**src/rtl/cpu_lsu_if.sv**
```systemverilog
// Data-memory bus between the load/store unit and memory.
// master: m_req/m_we/m_addr/m_be/m_wdata out; m_ack/m_err/m_rdata in.
interface cpu_lsu_if #(
  parameter int AW = 32
) ();
  logic          m_req;
  logic          m_we;
  logic [AW-1:0] m_addr;
  logic [3:0]    m_be;
  logic [31:0]   m_wdata;
  logic          m_ack;
  logic          m_err;
  logic [31:0]   m_rdata;

  modport master (
    output m_req, m_we, m_addr, m_be, m_wdata,
    input  m_ack, m_err, m_rdata
  );

  modport slave (
    input  m_req, m_we, m_addr, m_be, m_wdata,
    output m_ack, m_err, m_rdata
  );
endinterface

```
**src/rtl/cpu_lsu.sv**
```systemverilog
// Load/store unit: cmd/be_mem/sx_cntl/addr/wdata in; stall, ld_data,
// ld_vld, misalign, bus_err out; data bus via cpu_lsu_if master.
module cpu_lsu #(
  parameter int AW         = 32,
  parameter int TMO_CYCLES = 64
) (
  input  logic          clk,
  input  logic          rst_n,
  input  logic [1:0]    cmd,
  input  logic [1:0]    be_mem,
  input  logic [2:0]    sx_cntl,
  input  logic [AW-1:0] addr,
  input  logic [31:0]   wdata,
  output logic          stall,
  output logic [31:0]   ld_data,
  output logic          ld_vld,
  output logic          misalign,
  output logic          bus_err,
  cpu_lsu_if.master     bus
);

  localparam int CW = $clog2(TMO_CYCLES + 1);

  typedef enum logic [1:0] {IDLE, WAIT, DONE} st_t;

  st_t         st, st_nx;
  logic [CW-1:0] cnt;
  logic [1:0]  lane;
  logic [1:0]  fsz;
  logic        sgn;

  logic        acc, mis, tmo;
  logic        is_h, is_b;
  logic [3:0]  be_nx;
  logic [31:0] wd_nx;
  logic [31:0] sh;
  logic [15:0] hw;
  logic [31:0] fmt;

  assign bus.m_req = (st == WAIT);

  always_comb begin
    acc   = (st != WAIT) && cmd[1];
    is_h  = (be_mem == 2'b01);
    is_b  = (be_mem == 2'b10);
    mis   = 1'b0;
    be_nx = 4'b1111;
    wd_nx = wdata;
    unique case (1'b1)
      is_h: begin
        mis   = addr[0];
        be_nx = addr[1] ? 4'b1100 : 4'b0011;
        wd_nx = {2{wdata[15:0]}};
      end
      is_b: begin
        be_nx = 4'b0001 << addr[1:0];
        wd_nx = {4{wdata[7:0]}};
      end
      default: mis = |addr[1:0];
    endcase
    stall = (st == WAIT) || acc;
    tmo   = (cnt == CW'(TMO_CYCLES - 1));
  end

  // Lane/size/sign latched at accept so held inputs can change.
  always_comb begin
    sh  = bus.m_rdata >> {lane, 3'b000};
    hw  = lane[1] ? bus.m_rdata[31:16] : bus.m_rdata[15:0];
    fmt = bus.m_rdata;
    unique case (fsz)
      2'b10:   fmt = {{24{sgn & sh[7]}}, sh[7:0]};
      2'b01:   fmt = {{16{sgn & hw[15]}}, hw};
      default: fmt = bus.m_rdata;
    endcase
  end

  always_comb begin
    st_nx = st;
    unique case (st)
      WAIT:    if (bus.m_ack || tmo) st_nx = DONE;
      default: begin
        if (acc) st_nx = mis ? DONE : WAIT;
        else     st_nx = IDLE;
      end
    endcase
  end

  always_ff @(posedge clk) begin
    if (!rst_n) begin
      st          <= IDLE;
      cnt         <= '0;
      lane        <= '0;
      fsz         <= '0;
      sgn         <= 1'b0;
      ld_data     <= '0;
      ld_vld      <= 1'b0;
      misalign    <= 1'b0;
      bus_err     <= 1'b0;
      bus.m_we    <= 1'b0;
      bus.m_addr  <= '0;
      bus.m_be    <= '0;
      bus.m_wdata <= '0;
    end else begin
      st       <= st_nx;
      ld_vld   <= 1'b0;
      misalign <= 1'b0;
      bus_err  <= 1'b0;
      if (acc && mis) begin
        misalign <= 1'b1;
      end else if (acc) begin
        bus.m_we    <= ~cmd[0];
        bus.m_addr  <= {addr[AW-1:2], 2'b00};
        bus.m_be    <= be_nx;
        bus.m_wdata <= wd_nx;
        lane        <= addr[1:0];
        fsz         <= sx_cntl[1:0];
        sgn         <= sx_cntl[2];
        cnt         <= '0;
      end
      if (st == WAIT) begin
        cnt <= cnt + CW'(1);
        if (bus.m_ack) begin
          if (bus.m_err) begin
            bus_err <= 1'b1;
          end else if (!bus.m_we) begin
            ld_vld  <= 1'b1;
            ld_data <= fmt;
          end
        end else if (tmo) begin
          bus_err <= 1'b1;
          ld_data <= '0;
        end
      end
    end
  end

endmodule

```
**src/flat_wrapper.sv**
```systemverilog
// flat-port wrapper written by rule: the top's interface ports become plain ports
module cpu_lsu_flat 
#(
  parameter int AW         = 32,
  parameter int TMO_CYCLES = 64
)
  (clk, rst_n, cmd, be_mem, sx_cntl, addr, wdata, stall, ld_data, ld_vld, misalign, bus_err, bus_m_req, bus_m_we, bus_m_addr, bus_m_be, bus_m_wdata, bus_m_ack, bus_m_err, bus_m_rdata);
  cpu_lsu_if #(.AW(AW)) bus_i ();
  input  logic clk;
  input  logic rst_n;
  input  logic [1:0] cmd;
  input  logic [1:0] be_mem;
  input  logic [2:0] sx_cntl;
  input  logic [AW-1:0] addr;
  input  logic [31:0] wdata;
  output logic stall;
  output logic [31:0] ld_data;
  output logic ld_vld;
  output logic misalign;
  output logic bus_err;
  output wire logic [$bits(bus_i.m_req)-1:0] bus_m_req;
  output wire logic [$bits(bus_i.m_we)-1:0] bus_m_we;
  output wire logic [$bits(bus_i.m_addr)-1:0] bus_m_addr;
  output wire logic [$bits(bus_i.m_be)-1:0] bus_m_be;
  output wire logic [$bits(bus_i.m_wdata)-1:0] bus_m_wdata;
  input wire logic [$bits(bus_i.m_ack)-1:0] bus_m_ack;
  input wire logic [$bits(bus_i.m_err)-1:0] bus_m_err;
  input wire logic [$bits(bus_i.m_rdata)-1:0] bus_m_rdata;
  assign bus_m_req = bus_i.m_req;
  assign bus_m_we = bus_i.m_we;
  assign bus_m_addr = bus_i.m_addr;
  assign bus_m_be = bus_i.m_be;
  assign bus_m_wdata = bus_i.m_wdata;
  assign bus_i.m_ack = bus_m_ack;
  assign bus_i.m_err = bus_m_err;
  assign bus_i.m_rdata = bus_m_rdata;
  cpu_lsu #(.AW(AW), .TMO_CYCLES(TMO_CYCLES)) u_core (.clk(clk), .rst_n(rst_n), .cmd(cmd), .be_mem(be_mem), .sx_cntl(sx_cntl), .addr(addr), .wdata(wdata), .stall(stall), .ld_data(ld_data), .ld_vld(ld_vld), .misalign(misalign), .bus_err(bus_err), .bus(bus_i));
endmodule
```
**config.mk**
```make
export PLATFORM = sky130hd
export DESIGN_NAME = cpu_lsu_flat
export DESIGN_NICKNAME = d
export VERILOG_FILES = /design/src/rtl/cpu_lsu_if.sv /design/src/rtl/cpu_lsu.sv /design/src/flat_wrapper.sv
export SDC_FILE = /design/constraint.sdc
export NUM_CORES = 1
export LEC_CHECK = 0
export BUFFER_PORTS_ARGS = -buffer_cell sky130_fd_sc_hd__buf_2
export CELL_PAD_IN_SITES_DETAIL_PLACEMENT = 0
export CELL_PAD_IN_SITES_GLOBAL_PLACEMENT = 1
export CORE_MARGIN = 2
export CORE_UTILIZATION = 36
export DETAILED_ROUTE_END_ITERATION = 12
export PLACE_DENSITY_LB_ADDON = 0.1
export SLEW_MARGIN = 30
export SYNTH_ARGS = -nofsm -noshare
export SYNTH_HDL_FRONTEND = slang
export SYNTH_SLANG_ARGS = --single-unit
```
**constraint.sdc**
```tcl
create_clock -name clk -period 5.1 [get_ports clk]
set_input_delay 0.765 -clock clk [delete_from_list [all_inputs] [get_ports clk]]
set_output_delay 0.765 -clock clk [all_outputs]
set_load 0.1 [all_outputs]
```
=== Word level (Yosys, flattened, before mapping) ===
Index checks and enable logic that the tools add are counted.

* Register bits after elaboration: 116
* Bits of input ports: 107
* Output and inout port bits: 106
* Logic and storage cells: 68

* Add/sub/neg operators: 1
* Equal/unequal tests: 11
* Shift operators: 2
* Multiplexer cells: 22
* Bitwise logic cells: 7
* Reductions and logical operators: 12

{| class="wikitable"
|+ Operators with widths
! kind !! number
|-
| 32-bit two-way mux || 4
|-
| 32-bit one-hot mux with 2 select lines || 2
|-
| 32-bit by 5-bit right shift with 8-bit output || 1
|-
| 7-bit two-way mux || 3
|-
| 16-bit two-way mux || 1
|-
| 2-bit two-way mux || 4
|-
| 4-bit one-hot mux with 2 select lines || 1
|-
| 7-bit by 1-bit adder with 7-bit output (second input constant) || 1
|-
| 7-bit by 6-bit == test with 1-bit output (second input constant) || 1
|-
| 2-bit by 1-bit == test with 1-bit output (second input constant) || 3
|-
| 2-bit inequality test (second input constant) || 3
|-
| 2-bit AND reduction || 3
|-
| 1-bit two-way mux || 5
|-
| 1-bit inverter || 5
|-
| 2-bit == test (second input constant) || 2
|-
| 4-bit two-way mux || 1
|-
| 2-bit by 1-bit inequality test with 1-bit output (second input constant) || 2
|-
| 4-bit AND reduction || 1
|-
| 2-bit nonzero test || 2
|-
| 4-bit OR reduction || 1
|-
| 1-bit by 2-bit << shifter with 4-bit output (first input constant) || 1
|-
| 1-bit AND || 2
|-
| 1-bit logical AND || 2
|-
| 1-bit logical OR || 2
|-
| other kinds (2) || 2
|}

=== Depth between registers and ports, before layout ===
* Word-level depth: 6
* Mapped depth: 9
* Mapped depth without buffers: 6

=== Worst setup path after synthesis ===
OpenSTA, ideal clock, no wires.

* Path kind: input to output
* Start: in cmd[1]
* End: out stall
* Arrival time: 1.516 ns
* Data required time: 4.335 ns
* Path slack: 2.819 ns
* Cell stages on the path: 1
* Path buffers: 0
* Cells stage by stage: nand2b_1

* Longest elaborated chain between the ends: 2

{| class="wikitable"
|+ Ends and longest elaborated chain
! element !! line !! source
|-
| start: declaration || flat_wrapper.sv:11 || <nowiki>input logic [1:0] cmd;</nowiki>
|-
| 1-bit logical AND || cpu_lsu.sv:43 || <nowiki>acc = (st != WAIT) && cmd[1];</nowiki>
|-
| 1-bit logical OR || cpu_lsu.sv:61 || <nowiki>stall = (st == WAIT) || acc;</nowiki>
|-
| end: declaration || flat_wrapper.sv:16 || <nowiki>output logic stall;</nowiki>
|}

Every way passes these cells.

=== Worst setup path after layout ===
* Start: in be_mem[0]
* End: reg u_core.bus.m_be[3]

* Longest elaborated chain between the ends: 5
* Elaborated cells on any way between the ends: 7
* Those cells by class: eq/ne (2); mux (2); bitwise (1); reduce/logical (2)

{| class="wikitable"
|+ Ends and longest elaborated chain
! element !! line !! source
|-
| start: declaration || flat_wrapper.sv:12 || <nowiki>input logic [1:0] be_mem;</nowiki>
|-
| 2-bit == test or 2-bit by 1-bit == test with 1-bit output (tied branches) || cpu_lsu.sv:45, cpu_lsu.sv:44 ||
|-
| 1-bit one-hot mux with 2 select lines || cpu_lsu.sv:49 || <nowiki>unique case (1'b1)</nowiki>
|-
| 1-bit logical AND || cpu_lsu.sv:108 || <nowiki>if (acc && mis) begin</nowiki>
|-
| 1-bit inverter (no line) || - ||
|-
| 2-bit AND reduction (no line) || - ||
|-
| end signal: assignment || cpu_lsu.sv:113 || <nowiki>bus.m_be <= be_nx;</nowiki>
|-
| end: declaration || cpu_lsu_if.sv:16 || <nowiki>output m_req, m_we, m_addr, m_be, m_wdata,</nowiki>
|}

Several ways; a longest one is shown, not always the timed one.
A chain may end at the register's enable or synchronous reset.

==> flow_metrics.py <==
metrics = {
    "outcome": {
        "status": "completed",
    },
    "cts": {
        "clockBufferDepth": 2,
        "ctsHtreeMaxLevel": 4,
        "cts_resized": 0,
        "clock-root-buffer": "clkbuf_16",
        "hold_buffers": 0,
        "tritoncts": "done",
        "cts_made_buffers": 17,
        "clk_pin_slew_worst_paths_ps": 50,
        "cts_setup_buffers": 0,
        "clk_latency_ps": 410,
        "cts.sinks": 116,
    },
    "timing": {
        "setup_violations": 0,
        "hold_viol_final": 0,
        "timing.fmax_ghz": 0.3608,
        "tightestPinTransition_ps": 932.8,
        "period_share": 0.5435,
        "clock-skew-final_ps": 5.136,
        "slew_headroom": 0.3781,
        "drv_slew": 0,
        "worst_slack_ps": 2328,
        "period_minus_slack_ps": 2772,
        "tns_ps": 0,
        "rsz0062_at_grt": "no",
    },
    "synth": {
        "synth_top_flop_cell": "dfxtp_1",
        "yosysWarnings": 0,
        "synth_edf_count": 0,
        "async_flop_share": 0,
        "synth-seq-cells": 116,
        "synth_cell_types": 48,
        "avgSynthCellArea_um2": 8.401,
        "synth-seq-area-share": 0.4669,
        "yosysTopAreaCell": "dfxtp_1",
        "synth_area_leaders": "dfxtp_1 (47%), nand2_1 (10%), a21oi_1 (8.2%)",
        "syn_inst": 592,
        "syn_area_um2": 4974,
        "synth_top_area_share": 0.4669,
    },
    "hold_path": {
        "hold_path.class": "register to register",
    },
    "place": {
        "post-place-ws_ps": 1884,
        "place_congestion": 0.8054,
        "dpl.hpwl_um": 10640,
        "portBuffers": 210,
    },
    "power_and_ir_drop": {
        "p_leak_uw": 0.002984,
        "power_density_nw_per_um2": 412.2,
        "p_sw_frac": 0.3485,
        "p_seq_frac": 0.362,
        "p_clk_frac": 0.392,
        "switchingPower_uw": 949.3,
        "ir_drop_mv": 0.3434,
        "internal_power_uw": 1775,
        "combPwrFrac": 0.246,
    },
    "floorplanning": {
        "die_w_um": 121.5,
        "ios": 213,
        "coreArea_um2": 13350,
        "initial_core_util": 0.3726,
        "dieHeight_um": 121.5,
        "rows": 42,
        "die-area_um2": 14770,
    },
    "global_routing": {
        "grt_start_max_net_pins": 75,
        "globalRouteOverflowTotal": 0,
        "grt_use_total": 0.2016,
        "antenna_found_initial": 0,
        "grt_pass1_vias": 4599,
        "grt_first_pass_wirelength_um": 23300,
    },
    "critical_path": {
        "r2r_end": "u_core.bus.m_be[3]",
        "critPathKind": "primary input to register",
        "startpoint": "be_mem[0]",
        "rr_worst_depth": 5,
        "crit_path_max_incr_delay_ps": 850,
        "path_cells": "buf_2, inv_1, ha_1, o21ai_1, and4_2, buf_4, o21ai_0, a21oi_1",
        "cp_data_required_time_ps": 5430,
        "worstReg2RegStart": "u_core.st[1]",
        "r2r_slack_ps": 2690,
        "start_kind": "primary input",
        "crit_path_end_kind": "register",
        "critPathSlowestCell": "and4_2",
        "crit_end": "u_core.bus.m_be[3]",
        "arrival_ps": 3110,
        "path_max_fanout": 45,
    },
    "detailed_routing": {
        "num_vias": 4925,
        "wl_per_cell_um": 15.45,
        "drc": 0,
        "firstDrtPassIters": 4,
        "drt_wl_total_um": 14970,
        "vias_per_cell": 5.083,
        "drt-initial-drc-count": 356,
        "drtAntennaViolNets": 0,
    },
    "flow_run": {
        "drv_cap": 0,
    },
    "cells_and_area": {
        "nets": 893,
        "syn2layout_area_growth_pct": 32.86,
        "antenna_cells": 0,
        "final_layout_size_suffix_gt1_frac": 0.3317,
        "fillers": 1372,
    },
}
## Yosys cell counts, drive strengths merged, types with 9 or more instances
cell and instances:
mux2 9, a221o 16, nor2 17, a21oi 81, buf 20, clkbuf 27, o2bb2ai 16, nand2 139
o21ai 27, dfxtp 116, a311oi 9, inv 27
## state kept, by name (all words and copies together), names as in the netlist
register            flops
u_core.lane             2
u_core.bus.m_addr      30
u_core.bus.m_be         4
u_core.ld_vld           1
u_core.sgn              1
u_core.bus_err          1
u_core.ld_data         32
u_core.bus.m_wdata     32
u_core.bus.m_we         1
u_core.fsz              2
u_core.cnt              7
u_core.misalign         1
u_core.st               2
## worst max-delay path, delay by kind of cell
kind                     cells  cell delay, ps
buffers and inverters        3             530
AO/OA/AOI/OAI                3             540
AND/OR/NAND/NOR              1             850
adder cells (fa/ha/maj)      1             400
## per-stage QoR
step	std cells	util	power, uW	instance area, um2	hold WS, ps
after floorplan	593	-	1531	4977	432.0
after global placement	938	0.4558	1672	6085	437.2
after detailed placement	938	0.4558	1678	6085	444.1
after CTS	969	0.4948	2748	6605	451.2
after global routing	969	0.4950	2838	6608	468.3
final	969	0.4950	2724	6608	449.7
## power groups by stage
stage          Combinational (uW)  Clock (uW)  Sequential, uW
6_report                      670        1070             987
5_1_grt                       710        1140             993
4_1_cts                       674        1090             987
3_5_place_dp                  673           0            1000
3_3_place_gp                  668           0            1000
2_1_floorplan                 211           0            1320
## worst min path at each step
stage	startpoint	to	slack (ps)	cells past startpoint
after global routing	u_core.bus.m_addr[2]	u_core.bus.m_addr[2]	470	2
final	u_core.bus.m_addr[8]	u_core.bus.m_addr[8]	450	2
after detailed placement	u_core.bus.m_addr[8]	u_core.bus.m_addr[8]	440	2
after floorplan	u_core.cnt[5]	u_core.cnt[5]	430	1
after global placement	u_core.bus.m_wdata[30]	u_core.bus.m_wdata[30]	440	2
after CTS	u_core.bus.m_addr[8]	u_core.bus.m_addr[8]	450	2
## final cells by class
cell class,instances,area (um2),area share
flip-flops and latches,116,2322,0.3514
multi-input cells,403,2347,0.3552
clock inverters,6,55.05,0.008332
well taps,176,220.2,0.03333
clock buffers,25,465.4,0.07044
inverters,27,101.3,0.01534
repair buffers,216,1096,0.1659
## per-layer routing
| metal | track usage | wire (um) | vias to the layer above |
|---|---|---|---|
| li1 | - | - | 2458 |
| met1 | 0.2653 | 6765 | 2287 |
| met2 | 0.3062 | 6759 | 160 |
| met3 | 0.06835 | 1193 | 20 |
| met4 | 0.07759 | 250 | 0 |
| met5 | 0 | 0 | - |
## cells by family after synthesis
family	after synthesis	synth area share
buffers and inverters	74	0.06541
AO/OA/AOI/OAI	193	0.2614
flip-flops	116	0.4669
other	1	0.0007540
adder cells (fa/ha/maj)	5	0.01258
AND/OR/NAND/NOR	193	0.1673
multiplexers	10	0.02566
## placed cells by master (no fill, tap or decap), types with 8 or more instances in the layout
| cell type | netlist | layout |
|---|---|---|
| buf_2 | 14 | 210 |
| nand2_1 | 139 | 139 |
| dfxtp_1 | 116 | 116 |
| a21oi_1 | 81 | 81 |
| inv_1 | 25 | 24 |
| o21ai_0 | 22 | 22 |
| clkbuf_16 | 0 | 17 |
| nor2_1 | 17 | 16 |
| a221o_1 | 16 | 16 |
| o2bb2ai_1 | 16 | 16 |
| a311oi_1 | 9 | 9 |
| nand3b_1 | 8 | 8 |
| a221oi_1 | 8 | 8 |
| nor3_1 | 8 | 8 |
| mux2_2 | 8 | 8 |
| a21boi_1 | 8 | 8 |
No activity file was read; power rests on OpenSTA's default activity.
